==> src/rtl/sdram_pkg.sv <==
// Shared encodings for the byte-wide SDRAM front end: FSM states,
// core access size codes and the default controller address width.
package sdram_pkg;

    localparam int SDRAM_ADDR_W = 23;

    typedef enum logic [1:0] {
        IDLE   = 2'd0,
        ISSUE  = 2'd1,
        WAIT   = 2'd2,
        FINISH = 2'd3
    } state_t;

    typedef enum logic [1:0] {
        SZ_BYTE = 2'b00,
        SZ_HALF = 2'b01,
        SZ_WORD = 2'b10,
        SZ_BAD  = 2'b11
    } size_t;

    function automatic logic [2:0] size_to_nbytes(input logic [1:0] size);
        case (size)
            SZ_BYTE: return 3'd1;
            SZ_HALF: return 3'd2;
            default: return 3'd4;
        endcase
    endfunction

endpackage

==> src/rtl/sdram_txn_timer.sv <==
// Per-byte watchdog: cleared while a byte is issued, counts wait cycles and
// flags the wait cycle in which the count reaches TIMEOUT-1.
module sdram_txn_timer #(
    parameter int TIMEOUT = 4096
) (
    input  logic i_clk,
    input  logic i_rst_n,
    input  logic load,
    input  logic enable,
    output logic expired
);
    localparam int CNT_W = $clog2(TIMEOUT) + 1;

    logic [CNT_W-1:0] count;
    logic [CNT_W-1:0] count_nxt;

    assign count_nxt = count + CNT_W'(1);
    assign expired   = enable && (count_nxt == CNT_W'(TIMEOUT - 1));

    always_ff @(posedge i_clk or negedge i_rst_n) begin
        if (!i_rst_n) begin
            count <= '0;
        end else if (load) begin
            count <= '0;
        end else if (enable) begin
            count <= count_nxt;
        end
    end

endmodule

==> src/rtl/sdram_word_adapter.sv <==
// Splits one core byte/halfword/word access into sequential byte transactions
// on the single-outstanding SDRAM controller handshake, little-endian.
module sdram_word_adapter
    import sdram_pkg::*;
#(
    parameter int ADDR_W  = SDRAM_ADDR_W,
    parameter int TIMEOUT = 4096
) (
    input  logic              i_clk,
    input  logic              i_rst_n,
    input  logic              i_request,
    input  logic              i_wren,
    input  logic [1:0]        i_size,
    input  logic [ADDR_W-1:0] i_address,
    input  logic [31:0]       i_wdata,
    output logic [31:0]       o_rdata,
    output logic              o_done,
    output logic              o_error,
    output logic              o_busy,
    output logic              o_sd_request,
    output logic              o_sd_wren,
    output logic [ADDR_W-1:0] o_sd_address,
    output logic [7:0]        o_sd_data,
    input  logic [7:0]        i_sd_data,
    input  logic              i_sd_done
);
    state_t            state;
    logic              wren_q;
    logic [ADDR_W-1:0] addr_q;
    logic [31:0]       wdata_q;
    logic [2:0]        nbytes_q;
    logic [1:0]        idx_q;
    logic [1:0]        idx_nxt;
    logic              last_byte;
    logic              timer_expired;

    assign idx_nxt   = idx_q + 2'd1;
    assign last_byte = ({1'b0, idx_q} + 3'd1) == nbytes_q;

    sdram_txn_timer #(
        .TIMEOUT(TIMEOUT)
    ) u_timer (
        .i_clk  (i_clk),
        .i_rst_n(i_rst_n),
        .load   (state == ISSUE),
        .enable (state == WAIT),
        .expired(timer_expired)
    );

    // Outputs are registered on the transition into the state that owns them,
    // so o_sd_request coincides with ISSUE and o_done with FINISH.
    always_ff @(posedge i_clk or negedge i_rst_n) begin
        if (!i_rst_n) begin
            state        <= IDLE;
            wren_q       <= 1'b0;
            addr_q       <= '0;
            wdata_q      <= '0;
            nbytes_q     <= '0;
            idx_q        <= '0;
            o_rdata      <= '0;
            o_done       <= 1'b0;
            o_error      <= 1'b0;
            o_busy       <= 1'b0;
            o_sd_request <= 1'b0;
            o_sd_wren    <= 1'b0;
            o_sd_address <= '0;
            o_sd_data    <= '0;
        end else begin
            o_sd_request <= 1'b0;
            o_done       <= 1'b0;
            o_error      <= 1'b0;
            case (state)
                IDLE: begin
                    if (i_request) begin
                        wren_q   <= i_wren;
                        addr_q   <= i_address;
                        wdata_q  <= i_wdata;
                        nbytes_q <= size_to_nbytes(i_size);
                        idx_q    <= '0;
                        o_rdata  <= '0;
                        o_busy   <= 1'b1;
                        if (i_size == SZ_BAD) begin
                            state   <= FINISH;
                            o_done  <= 1'b1;
                            o_error <= 1'b1;
                        end else begin
                            state        <= ISSUE;
                            o_sd_request <= 1'b1;
                            o_sd_wren    <= i_wren;
                            o_sd_address <= i_address;
                            o_sd_data    <= i_wdata[7:0];
                        end
                    end
                end
                ISSUE: begin
                    state <= WAIT;
                end
                WAIT: begin
                    // A completion in the expiry cycle still counts as success.
                    if (i_sd_done) begin
                        if (!wren_q) begin
                            o_rdata[{idx_q, 3'b000} +: 8] <= i_sd_data;
                        end
                        if (last_byte) begin
                            state  <= FINISH;
                            o_done <= 1'b1;
                        end else begin
                            state        <= ISSUE;
                            idx_q        <= idx_nxt;
                            o_sd_request <= 1'b1;
                            o_sd_address <= addr_q + ADDR_W'(idx_nxt);
                            o_sd_data    <= wdata_q[{idx_nxt, 3'b000} +: 8];
                        end
                    end else if (timer_expired) begin
                        state   <= FINISH;
                        o_done  <= 1'b1;
                        o_error <= 1'b1;
                    end
                end
                FINISH: begin
                    state  <= IDLE;
                    o_busy <= 1'b0;
                end
                default: begin
                    state <= IDLE;
                end
            endcase
        end
    end

endmodule

==> config.mk <==
export PLATFORM = sky130hd
export DESIGN_NAME = sdram_word_adapter
export DESIGN_NICKNAME = d
export VERILOG_FILES = /design/src/rtl/sdram_pkg.sv /design/src/rtl/sdram_txn_timer.sv /design/src/rtl/sdram_word_adapter.sv
export SDC_FILE = /design/constraint.sdc
export NUM_CORES = 1
export LEC_CHECK = 0
export BUFFER_PORTS_ARGS = -buffer_cell sky130_fd_sc_hd__buf_4
export CAP_MARGIN = 25
export CORE_AREA = 2 2 116 118
export CTS_CLUSTER_DIAMETER = 120
export DETAILED_ROUTE_END_ITERATION = 6
export DIE_AREA = 0 0 118 120
export GPL_TIMING_DRIVEN = 0
export PLACE_DENSITY = 0.89
export SYNTH_ARGS = -nofsm -noshare
export SYNTH_HDL_FRONTEND = slang
export SYNTH_SLANG_ARGS = --single-unit
==> constraint.sdc <==
create_clock -name i_clk -period 6.3 [get_ports i_clk]
set_input_delay 0 -clock i_clk [delete_from_list [all_inputs] [get_ports i_clk]]
set_output_delay 0 -clock i_clk [all_outputs]
set_load 0.05 [all_outputs]
==> run_results.csv <==
group,metric,value,unit
timing,max_slew.worst_pin.slew,0.941,ns
power,power_density_over_cell_area,514,nW/um^2
cells_and_area,num_antenna_cells,0,
floorplan,floorplan.die.width,118,microns
routing,detail-route-antenna-nets,0,
routing,wirelength,19800,microns
power,leak_pwr,4.29,nW
synth,avgSynthCellArea,11.1,sq um
job,timing.max_cap.violations,0,
timing,setup_tns,0,ns
global_routing,grt_first_pass_wirelength,31600,microns
routing,num_vias,5944,
global_routing,largest_net_degree_at_the_start_of_global_routing,82,
synth,synth_seq_area_share,0.521,
critical_path,cp_common_cell,"and4_1",
critical_path,arrival_time_at_the_worst_endpoint,3.61,ns
placed_design,detailedPlace.worstSlack,3.30,ns
global_routing,grt_use_total,0.287,
power,max-vdd-ir-drop,0.368,mV
synth,dominantRegCellSynth,"dfrtp_1",
placed_design,place_congestion,0.908,
synth,synth_warnings,0,
clocking,clkTransAtPathRegs,0.06,ns
timing,report.final.slew_viol_count,0,
critical_path,start_kind,"register",
routing,detail_route.wl_per_cell,19.0,microns
cells_and_area,nets_final,935,
clocking,cts_bufs_inserted,17,
clocking,cts_max_level,4,
cells_and_area,final_layout_size_suffix_gt1_frac,0.296,
timing,post-route-min-period,3.26,ns
critical_path,worstReg2RegEnd,"o_sd_address[10]",
clocking,clock_sinks,144,
synth,postSynth.asyncResetShare,1.00,
critical_path,setup.reg_to_reg.worst_slack,3.04,ns
floorplan,die-area,14200,sq um
status,status,"complete, no violations",
critical_path,critical_path.endpoint_type,"register",
floorplan,fp.dieH,120,microns
hold_path,min-delay-path-class,"in -> async",
synth,synth.lib_cells_used.distinct,55,
timing,rsz0062_at_grt,"no",
routing,drtPass1Iterations,5,
floorplan,ioPinCount,138,
floorplan,initial_core_util,0.533,
placed_design,postPlaceCellArea,8200,sq um
timing,timing.clock.skew,0.0109,ns
synth,post_synth_edffs,0,
global_routing,via_count_of_the_first_global_routing_pass,6266,
timing,fin_crit_sh,0.518,
clocking,post-cts-setup-buffers,0,
synth,mappedNetlistNets,708,
critical_path,crit_family,"adder cells",
cells_and_area,postLayoutCellArea,9540,sq um
synth,synth.ff_latch_count,144,
critical_path,rr_startpoint,"idx_q[0]",
placed_design,port_buffers,137,
floorplan,coreArea,13000,sq um
critical_path,cpMaxStageDelayCell,"ha_1",
timing,timing.final.hold_violations,0,
routing,via_per_inst,5.71,
timing,clock.fmax,307,MHz
global_routing,grt_antenna_before_repair,0,
routing,drt-initial-drc-count,394,
timing,timing.max_slew.rel_slack,0.368,
synth,synth_area,6920,sq um
cells_and_area,final_core_utilization,0.735,
critical_path,timing.critical_path.cells,"buf_4 -> inv_1 -> ha_1 -> fa_1 -> and4_1 -> nor2b_1 -> clkbuf_1 -> and4_1 -> xor2_1 -> mux2i_1 -> o21ai_1",
critical_path,crit_path_max_incr_delay,0.53,ns
critical_path,critical_path_buf_inv_count,3,
timing,setup_viol,0,
cells_and_area,layout-area-overhead-vs-synth,37.9,%
critical_path,critical_path.max_fanout,8,
critical_path,path_class,"reg -> reg",
global_routing,grt.overflow.total,0,
critical_path,reg2regPathDepth,11,
clocking,root_buffer,"clkbuf_16",
clocking,cts_buffer_depth,2,
timing,fin_ws,3.04,ns
clocking,cts_tree,"yes",
placed_design,dp.final_hpwl,12200,microns
cells_and_area,n_fill_cell,811,
floorplan,floorplan.rows,42,
critical_path,cp_data_required_time,6.64,ns
synth,syn-instance-count,625,
routing,detailed_route_drc_error_count,0,
clocking,clock_insertion_delay_worst_skew,0.42,ns
per-layer routing:
layer  GRT usage  part of all wire
met3      0.0547             0.054
met4       0.145             0.038
met2       0.510              0.52
met1       0.332              0.38
met5           0                 0
kinds of logic (layout without fill, tap and decap cells):
group	count (synthesis)	count (layout)	synth area share
buf+inv	52	292	0.0335
compound gates	138	138	0.122
simple gates	166	166	0.116
mux	87	87	0.151
flops	144	144	0.521
xor+xnor	25	25	0.0317
fa+ha+maj	13	13	0.0246
stage by stage:
| step | power [mW] | std cells | hold slack [ns] |
|---|---|---|---|
| floorplan | 3.04 | 625 | -0.296 |
| global placement | 3.59 | 938 | 0.220 |
| detailed placement | 3.68 | 939 | 0.0243 |
| CTS | 4.84 | 1041 | 0.162 |
| global route | 5.14 | 1041 | 0.193 |
| finish | 4.90 | 1041 | 0.128 |
cells in the mapped netlist (all sizes together), types with 3 or more instances:
| cell type | instances | area (sq um) |
|---|---|---|
| a211oi | 3 | 22.5 |
| a21o | 3 | 22.5 |
| a21oi | 17 | 85.1 |
| a22o | 11 | 96.3 |
| a22oi | 5 | 37.5 |
| a31oi | 3 | 18.8 |
| and3 | 9 | 57.6 |
| and4 | 5 | 43.8 |
| buf | 10 | 71.3 |
| clkbuf | 23 | 88.8 |
| dfrtp | 144 | 3600 |
| ha | 12 | 150 |
| inv | 19 | 71.3 |
| mux2 | 58 | 653 |
| mux2i | 21 | 210 |
| mux4 | 8 | 180 |
| nand2 | 80 | 300 |
| nand2b | 4 | 25.0 |
| nand3 | 25 | 138 |
| nand4 | 6 | 37.5 |
| nor2 | 17 | 63.8 |
| nor2b | 3 | 18.8 |
| nor3 | 10 | 60.1 |
| o21ai | 79 | 395 |
| o31ai | 6 | 50.1 |
| xnor2 | 13 | 114 |
| xor2 | 12 | 105 |
sequential cells by signal (all words and copies together) (netlist names), 2 cells and up:
name           flops
addr_q            23
idx_q              2
nbytes_q           3
o_rdata           32
o_sd_address      23
o_sd_data          8
state              2
u_timer.count     13
wdata_q           32
cells in the final DEF (no fill, tap or decap), types with 2 or more instances in the layout:
master | netlist | routed
a211oi_1 | 3 | 3
a21o_1 | 3 | 3
a21oi_1 | 17 | 17
a22o_1 | 11 | 11
a22oi_1 | 5 | 5
a31oi_1 | 3 | 3
and3_1 | 8 | 8
and4_1 | 5 | 5
buf_2 | 3 | 3
buf_4 | 4 | 140
buf_6 | 2 | 3
bufinv_16 | 0 | 4
clkbuf_1 | 21 | 22
clkbuf_16 | 0 | 17
clkbuf_2 | 2 | 2
clkbuf_8 | 0 | 2
clkinvlp_4 | 0 | 4
dfrtp_1 | 144 | 144
dlygate4sd3_1 | 0 | 70
ha_1 | 12 | 12
inv_1 | 19 | 19
inv_6 | 0 | 2
mux2_2 | 58 | 58
mux2i_1 | 21 | 21
mux4_2 | 8 | 8
nand2_1 | 80 | 80
nand2b_1 | 4 | 4
nand3_1 | 24 | 24
nand4_1 | 6 | 6
nor2_1 | 17 | 17
nor2b_1 | 3 | 3
nor3_1 | 8 | 8
nor3_2 | 2 | 2
o21ai_0 | 51 | 51
o21ai_1 | 28 | 28
o31ai_1 | 5 | 5
xnor2_1 | 13 | 13
xor2_1 | 12 | 12
report_power, final:
part	switching, mW	internal (mW)
Clock	0.407	0.686
Sequential	0.281	1.28
Combinational	1.39	0.855
Total	2.08	2.82
area by class of cell:
| cell class | instances | area (sq um) | share of cell area |
|---|---|---|---|
| buffer | 33 | 160 | 0.0168 |
| clock buffer | 20 | 457 | 0.0479 |
| clock inverter | 12 | 181 | 0.0190 |
| inverter | 19 | 71.3 | 0.00748 |
| multi-input combinational | 429 | 3080 | 0.323 |
| sequential | 144 | 3600 | 0.378 |
| tap | 176 | 220 | 0.0231 |
| timing repair buffer | 208 | 1760 | 0.185 |
worst max path at each step:
stage | cells past startpoint | end | start
2_1_floorplan | 11 | o_sd_address[10] | idx_q[0]
3_3_place_gp | 11 | o_sd_address[10] | idx_q[0]
3_5_place_dp | 11 | o_sd_address[10] | idx_q[0]
4_1_cts | 11 | o_sd_address[10] | idx_q[0]
5_1_grt | 11 | o_sd_address[10] | idx_q[0]
6_report | 11 | o_sd_address[10] | idx_q[0]
what timing repair did:
action / CTS / global route
endpoints found under the hold margin: 188 / 0
hold buffers: 70 / 0
gates resized for setup: 0 / 0
No activity file was read; power rests on OpenSTA's default activity.
